$ cat src/rtl/uart_tx_arbiter.sv
// uart_tx_arbiter: shares one UART transmitter AXIS sink among NUM_REQ AXIS byte
// sources with packet-granular round-robin arbitration and a registered master stage.
module uart_tx_arbiter #(
    parameter int NUM_REQ   = 4,
    parameter int MAX_BURST = 0
) (
    input  logic                       i_clk,
    input  logic                       i_rst_n,
    input  logic [NUM_REQ-1:0]         i_s_axis_tvalid,
    input  logic [8*NUM_REQ-1:0]       i_s_axis_tdata,
    input  logic [NUM_REQ-1:0]         i_s_axis_tlast,
    output logic [NUM_REQ-1:0]         o_s_axis_tready,
    output logic                       o_m_axis_tvalid,
    output logic [7:0]                 o_m_axis_tdata,
    output logic                       o_m_axis_tlast,
    input  logic                       i_m_axis_tready,
    output logic [$clog2(NUM_REQ)-1:0] o_grant_id,
    output logic                       o_busy
);
    localparam int GW = $clog2(NUM_REQ);
    localparam int CW = (MAX_BURST > 0) ? $clog2(MAX_BURST + 1) : 1;
    localparam logic [CW-1:0] BURST_LAST = (MAX_BURST > 0) ? CW'(MAX_BURST - 1) : '0;
    localparam logic [GW-1:0] LAST_ID    = GW'(NUM_REQ - 1);

    typedef enum logic [1:0] {
        ST_IDLE  = 2'd0,
        ST_XFER  = 2'd1,
        ST_DRAIN = 2'd2
    } state_t;

    state_t          state_r,    state_s;
    logic [GW-1:0]   rr_ptr_r,   rr_ptr_s;
    logic [GW-1:0]   grant_r,    grant_s;
    logic [CW-1:0]   byte_cnt_r, byte_cnt_s;
    logic            m_tvalid_r, m_tvalid_s;
    logic [7:0]      m_tdata_r,  m_tdata_s;
    logic            m_tlast_r,  m_tlast_s;
    logic            busy_r;
    logic [NUM_REQ-1:0] s_ready_s;

    logic            out_free_s;
    logic            sel_valid_s;
    logic [7:0]      sel_data_s;
    logic            sel_last_s;
    logic            burst_end_s;
    logic [GW-1:0]   next_id_s;

    // First requester with valid set, scanning upward from ptr with wrap.
    function automatic logic [GW-1:0] rr_pick(input logic [NUM_REQ-1:0] req,
                                              input logic [GW-1:0]      ptr);
        logic [GW-1:0] pick;
        logic          found;
        int            idx;
        pick  = '0;
        found = 1'b0;
        for (int i = 0; i < NUM_REQ; i++) begin
            idx = (int'(ptr) + i) % NUM_REQ;
            if (!found && req[idx]) begin
                pick  = GW'(idx);
                found = 1'b1;
            end else begin
                found = found;
            end
        end
        return pick;
    endfunction

    assign out_free_s  = !m_tvalid_r || i_m_axis_tready;
    assign sel_valid_s = i_s_axis_tvalid[grant_r];
    assign sel_data_s  = i_s_axis_tdata[{grant_r, 3'b000} +: 8];
    assign sel_last_s  = i_s_axis_tlast[grant_r];
    assign burst_end_s = (MAX_BURST != 0) && (byte_cnt_r == BURST_LAST);
    assign next_id_s   = (grant_r == LAST_ID) ? GW'(0) : grant_r + GW'(1);

    // Next-state, slave ready and output-register load logic.
    always_comb begin
        state_s    = state_r;
        rr_ptr_s   = rr_ptr_r;
        grant_s    = grant_r;
        byte_cnt_s = byte_cnt_r;
        s_ready_s  = '0;
        m_tvalid_s = m_tvalid_r && !i_m_axis_tready;
        m_tdata_s  = m_tdata_r;
        m_tlast_s  = m_tlast_r;
        case (state_r)
            ST_IDLE: begin
                if (|i_s_axis_tvalid) begin
                    grant_s    = rr_pick(i_s_axis_tvalid, rr_ptr_r);
                    byte_cnt_s = '0;
                    state_s    = ST_XFER;
                end else begin
                    state_s = ST_IDLE;
                end
            end
            ST_XFER: begin
                s_ready_s[grant_r] = out_free_s;
                if (sel_valid_s && out_free_s) begin
                    m_tvalid_s = 1'b1;
                    m_tdata_s  = sel_data_s;
                    m_tlast_s  = sel_last_s || burst_end_s;
                    byte_cnt_s = byte_cnt_r + CW'(1);
                    if (sel_last_s || burst_end_s) begin
                        rr_ptr_s = next_id_s;
                        state_s  = ST_DRAIN;
                    end else begin
                        state_s = ST_XFER;
                    end
                end else begin
                    state_s = ST_XFER;
                end
            end
            ST_DRAIN: begin
                if (out_free_s) begin
                    state_s = ST_IDLE;
                end else begin
                    state_s = ST_DRAIN;
                end
            end
            default: begin
                state_s = ST_IDLE;
            end
        endcase
    end

    // State, arbitration and output registers with synchronous reset.
    always_ff @(posedge i_clk) begin
        if (!i_rst_n) begin
            state_r    <= ST_IDLE;
            rr_ptr_r   <= '0;
            grant_r    <= '0;
            byte_cnt_r <= '0;
            m_tvalid_r <= 1'b0;
            m_tdata_r  <= 8'h00;
            m_tlast_r  <= 1'b0;
            busy_r     <= 1'b0;
        end else begin
            state_r    <= state_s;
            rr_ptr_r   <= rr_ptr_s;
            grant_r    <= grant_s;
            byte_cnt_r <= byte_cnt_s;
            m_tvalid_r <= m_tvalid_s;
            m_tdata_r  <= m_tdata_s;
            m_tlast_r  <= m_tlast_s;
            busy_r     <= (state_s != ST_IDLE);
        end
    end

    assign o_s_axis_tready = s_ready_s;
    assign o_m_axis_tvalid = m_tvalid_r;
    assign o_m_axis_tdata  = m_tdata_r;
    assign o_m_axis_tlast  = m_tlast_r;
    assign o_grant_id      = grant_r;
    assign o_busy          = busy_r;

endmodule

$ cat config.mk
export PLATFORM = sky130hd
export DESIGN_NAME = uart_tx_arbiter
export DESIGN_NICKNAME = d
export VERILOG_FILES = /design/src/rtl/uart_tx_arbiter.sv
export SDC_FILE = /design/constraint.sdc
export NUM_CORES = 1
export LEC_CHECK = 0
export ABC_AREA = 1
export ABC_CLOCK_PERIOD_IN_PS = 2880
export BUFFER_PORTS_ARGS = -buffer_cell sky130_fd_sc_hd__buf_2
export CORE_ASPECT_RATIO = 1.25
export CORE_MARGIN = 10
export CORE_UTILIZATION = 50
export DETAILED_ROUTE_END_ITERATION = 8
export GPL_ROUTABILITY_DRIVEN = 0
export PLACE_DENSITY = 0.85
export SYNTH_ARGS = -nofsm -noshare
export SYNTH_HDL_FRONTEND = slang
export SYNTH_SLANG_ARGS = --single-unit
$ cat constraint.sdc
create_clock -name i_clk -period 2.88 [get_ports i_clk]
set_input_delay 0.288 -clock i_clk [delete_from_list [all_inputs] [get_ports i_clk]]
set_output_delay 0.288 -clock i_clk [all_outputs]
set_load 0.05 [all_outputs]
=== After elaboration in Yosys (flattened, before gate mapping) ===
Index checks and enable logic that the tools add are counted.

* Bits in registers: 17
* Input bits: 43
* Logic and storage cells: 85

* $add $sub $neg: 4
* Order comparisons: 6
* Equal/unequal tests: 3
* Shift operators: 1
* Muxes and demuxes: 39
* Bitwise logic cells: 4
* Reduce and logical (&&, ||, !) cells: 21

{| class="wikitable"
|+ Operators with widths
! operator !! count
|-
| variable part select 32 x 6 -> 8 bit || 1
|-
| two-way mux 1 bit || 22
|-
| two-way mux 2 bit || 8
|-
| binary-select mux 1 bit (select 2 bit) || 6
|-
| < comparator 3 x 4 -> 1 bit, second input constant || 3
|-
| logical AND 1 bit || 6
|-
| < comparator 2 x 3 -> 1 bit, second input constant || 2
|-
| one-hot mux 2 bit (3 select lines) || 1
|-
| OR reduction 2 bit || 3
|-
| zero test 1 bit || 5
|-
| adder 2 x 1 -> 2 bit, second input constant || 2
|-
| adder 2 bit, second input constant || 2
|-
| bitwise AND 4 bit || 1
|-
| equality test 2 bit, second input constant || 2
|-
| two-way mux 4 bit || 1
|-
| AND reduction 2 bit || 2
|-
| OR reduction 4 bit || 1
|-
| bitwise AND 1 bit, first input constant || 3
|-
| AND reduction 3 bit || 1
|-
| demux 1 bit (select 2 bit) || 1
|-
| equality test 2 x 1 -> 1 bit, second input constant || 1
|-
| >= comparator 2 x 1 -> 1 bit, second input constant || 1
|-
| zero test 2 bit || 1
|-
| nonzero test 2 bit || 1
|-
| logical OR 1 bit || 1
|}

=== Logic depth before layout (Yosys ltp) ===
* Depth in word-level cells: 18
* Mapped depth: 11
* Mapped depth without buffers: 11

=== Worst setup path after synthesis ===
No wires, ideal clock.

* Kind: reg-to-output
* Start point: reg grant_r[0], in the netlist o_grant_id[0]
* End point: out o_s_axis_tready[3]
* Arrival time: 2.111 ns
* Required time: 2.592 ns
* Setup slack: 0.481 ns
* Stages on the path, launching flop included: 4
* Path through: dfxtp_1 > ha_1 > inv_1 > nor3_1

* Longest elaborated chain between the ends: 6
* Elaborated cells between the ends (all ways): 7
* Those cells by class: order compare (2); mux (3); bitwise (1); reduce/logical (1)

{| class="wikitable"
|+ Ends and longest elaborated chain
! item !! line !! source
|-
| start, declared || 33 || <nowiki>logic [GW-1:0] grant_r, grant_s;</nowiki>
|-
| start signal, assigned || 139 || <nowiki>grant_r <= grant_s;</nowiki>
|-
| < comparator 2 x 3 -> 1 bit (not written as such) or >= comparator 2 x 1 -> 1 bit (tied branches) || 96 || <nowiki>s_ready_s[grant_r] = out_free_s;</nowiki>
|-
| logical AND 1 bit (not written as such) || 96 ||
|-
| two-way mux 1 bit (not written as such) || 96 ||
|-
| demux 1 bit (select 2 bit) * || 96 ||
|-
| bitwise AND 4 bit (no line) * || n/a ||
|-
| two-way mux 4 bit * || 85 || <nowiki>case (state_r)</nowiki>
|-
| end, declared || 12 || <nowiki>output logic [NUM_REQ-1:0] o_s_axis_tready,</nowiki>
|}

Mark *: on every way between the ends. The rest lies on a longest branch, timed or not.

=== Worst setup path after layout ===
* Start point: reg grant_r[1], in the netlist o_grant_id[1]
* End point: out o_s_axis_tready[0]

The elaborated chain is that of the path after synthesis.

==> results summary <==
The run finished with clean final reports. The dominant combinational cell family by area after synthesis is simple AND/OR/NAND/NOR gates. Of the synthesized area, sequential elements account for 0.263. The repair_antennas step left the layout with diodes totalling 0. The number of buffers and inverters on the critical path came out at 2. The mean cell area of the mapped netlist is 6.20 µm². Measured against its own limit, the worst slew margin works out to 0.621. Timing analysis after detailed placement gives a worst setup slack of 1.08 ns. In this run the number of cells on the critical path is 5. In the post-route analysis, the smallest setup slack over all paths is 0.797 ns.

The initial antenna violation count came to 0. The worst setup skew after layout came out at 0.00301 ns. In the synthesized netlist, the number of instances is 209. Across every metal layer, demand over resource in global routing totals 0.147. The count of cell types in the netlist came out at 25. On the final layout, the worst hold slack is 0.323 ns.

In this run the core area contains 20 standard-cell rows. The number of failing setup endpoints in the final timing report came out at 0. The leakage power of the design is 0.868 nW. The share of the clock period used by the worst path is 0.723. The CTS tree is yes.

The share of the synthesized area in compound gates (AO/OA/AOI/OAI) is 0.187. The number of global-route vias before repair is 1476. The kind of capture point of the worst setup path is an output pin. Of the total synthesized cell area, the portion taken by full adders, half adders and majority gates is 0.0386. After clock tree synthesis, the flow added hold-fix buffers numbering 0. The final layout contains 313 nets. Walking the worst path, the cells encountered are inv_2 -> ha_1 -> nand2_1 -> nor2_1 -> buf_2. Setup repair after global routing left no endpoint under its margin. The number of instances resized during post-cts repair is 0. The die is 65.5 µm wide. Clock-pin slew was measured on the worst setup and hold paths at 0.10 ns.

The later-pin clock latency in the skew report is 0.30 ns. Following the worst setup path forward leads to its endpoint at o_s_axis_tready[0]. The layer flagged by global routing as most heavily used is met2. The worst register-to-register path begins at o_grant_id[1]. Broken down by cell family, the worst path's largest delay share belongs to flip-flops. The number of CTS-inserted buffers came out at 3. The share of cell area taken by muxes after synthesis is 0. The HPWL after detailed placement came out at 3120 µm. The worst register-to-register path has a setup slack of 1.03 ns.

The total of max-cap violations came out at 0. The number of setup buffers added after CTS is 0. The final total power is 1.23 mW.

The number of nets with antenna violations after routing came out at 0. Setup total negative slack on the finished layout was measured at 0 ns. The post-synthesis net count is 256. At the pin with the least slew margin, the transition time is 0.568 ns. The origin of the worst setup path is o_grant_id[1].

The met2 layer usage reported by global route is 0.278. The final routed DRC violation total came out at 0. The fraction of layout instances using a drive strength above 1 is 0.347. The met1 usage in global routing came out at 0.147. During synthesis, Yosys emitted a total of 0 warnings. The area growth from synthesis to layout is 24.3%. Data on the critical path is required at its endpoint by 2.59 ns. The cell at the slowest stage of the critical path is dfxtp_1. The maximum clock path buffer count came out at 2. For this run, the detailed router's first-pass iteration total came to 4. The overall die area is 5040 µm². The cell area that synthesis handed to floorplanning was 1300 µm². In this run the number of H-tree levels came out at 1. The count of boundary I/O pins came out at 60. The capturing point of the worst reg2reg path is o_m_axis_tdata[6]. In this run the worst hold path is classified as input pin to flop. Timing would allow up to 480 MHz. The total number of vias is 1508. The number of cells on the worst reg-to-reg path is 7. The shortest period the worst path allows came out at 2.08 ns. Dividing the detail-routed via count by the number of cells gives 5.06. The largest net degree at the start of global routing is 24. Counting flops and latches in the post-synthesis netlist gives 17. Of the total synthesized cell area, the portion taken by XOR and XNOR cells is 0. The routed wirelength normalized by instance count is 12.8 µm. The count of routing violations after the opening detailed-route iteration came out at 108.

At the end of the flow the core is filled with cells to 0.657. The worst voltage drop across the vdd grid came out at 474 µV. The die outline height is 76.9 µm. The power density of the placed cells came out at 764 nW/µm². The arrival time reported for the critical path endpoint came out at 1.79 ns.

The final count of hold timing violations is 0. The wire length reported by the detailed router is 3820 µm. The core area is 2450 µm². In this run the clock root is driven by a clkbuf_4. The final number of max-transition violations came out at 0. The global-route wire length before repair came out at 6240 µm. Of all nets on the critical path, the largest fanout is 15. The share of synthesized cell area in and, or, nand and nor gates is 0.413. The port buffer count is 59. Counting every sink on the clock net gives 17. The total global routing overflow is 0. The critical path class is flop to output pin. The largest single stage delay on the critical path is 0.69 ns.

The initial utilization of the core area, before any placement, comes to 0.529. For met3 alone, demand over resource in global routing was 0.0465. STA classifies the critical path startpoint as a flop.
## worst min path at each step
stage                    from                end  slack (ns)  depth (start not counted)
6_report              i_rst_n  o_m_axis_tdata[5]        0.32                          3
5_1_grt               i_rst_n        rr_ptr_r[1]        0.34                          3
4_1_cts               i_rst_n  o_m_axis_tdata[5]        0.31                          3
3_5_place_dp   o_m_axis_tlast     o_m_axis_tlast        0.48                          2
3_3_place_gp   o_m_axis_tlast     o_m_axis_tlast        0.48                          2
2_1_floorplan         i_rst_n      o_grant_id[0]        0.43                          2
## worst reg2reg max path: stages, from the launching register on
cell	delay [ns]
dfxtp_1	0.69
inv_2	0.24
nand3_1	0.18
nand3_2	0.13
nor2_4	0.21
inv_2	0.13
nor2_1	0.12
nor2_1	0.06
## per-layer routing
layer	part of all wire	vias to the layer above
met3	0.064	4
met4	0.0086	0
met1	0.39	681
met5	0	-
met2	0.54	38
li1	-	785
## synth_stat cells, drive strengths merged
| library cell | n | share of area |
|---|---|---|
| a21oi | 6 | 0.023 |
| buf | 7 | 0.041 |
| clkbuf | 1 | 0.0029 |
| dfxtp | 17 | 0.26 |
| ha | 4 | 0.039 |
| inv | 19 | 0.055 |
| nand2 | 48 | 0.15 |
| nand3 | 10 | 0.042 |
| nand3b | 1 | 0.0058 |
| nor2 | 55 | 0.20 |
| nor3 | 2 | 0.012 |
| o21ai | 31 | 0.13 |
| o22ai | 8 | 0.039 |
## kinds of logic (layout without fill, tap and decap cells)
family | after synthesis | after routing
and+or+nand+nor | 116 | 116
AOI/OAI and AO/OA | 45 | 45
buffers and inverters | 27 | 83
DFF | 17 | 17
adders and majority gates | 4 | 4
## layout by cell type (no fill, tap or decap), drive strengths merged
cell type and count:
o22ai 8, ha 4, inv 19, clkinv 1, dfxtp 17, o21ai 31
nand3b 1, clkbuf 3, buf 60, nor3 2, nand2 48, nor2 55
a21oi 6, nand3 10
## flip-flops by register name, indices dropped and copies added (netlist names)
| register | flops |
|---|---|
| o_busy | 1 |
| o_grant_id | 2 |
| o_m_axis_tvalid | 1 |
| state_r | 2 |
| rr_ptr_r | 2 |
| o_m_axis_tdata | 8 |
| o_m_axis_tlast | 1 |
## stage by stage
step | area [µm²] | instances
floorplan | 1300 | 209
global placement | 1580 | 294
detailed placement | 1580 | 294
CTS | 1610 | 298
global route | 1610 | 298
finish | 1610 | 298
## where the power goes
part | internal (mW) | leakage [nW] | switching (mW)
logic | 0.221 | 0.710 | 0.529
clock network | 0.0518 | 0.0177 | 0.0798
registers | 0.288 | 0.140 | 0.0621
total | 0.560 | 0.868 | 0.671
## layout make-up
cell class,instances,area (µm²)
Clock buffer,3,22.5
Clock inverter,1,5.00
Fill cell,251,841
Inverter,19,71.3
Multi-Input combinational cell,165,828
Sequential cell,17,340
Tap cell,33,41.3
Timing Repair Buffer,60,303
Note: power is estimated with default switching activity, not from simulation.
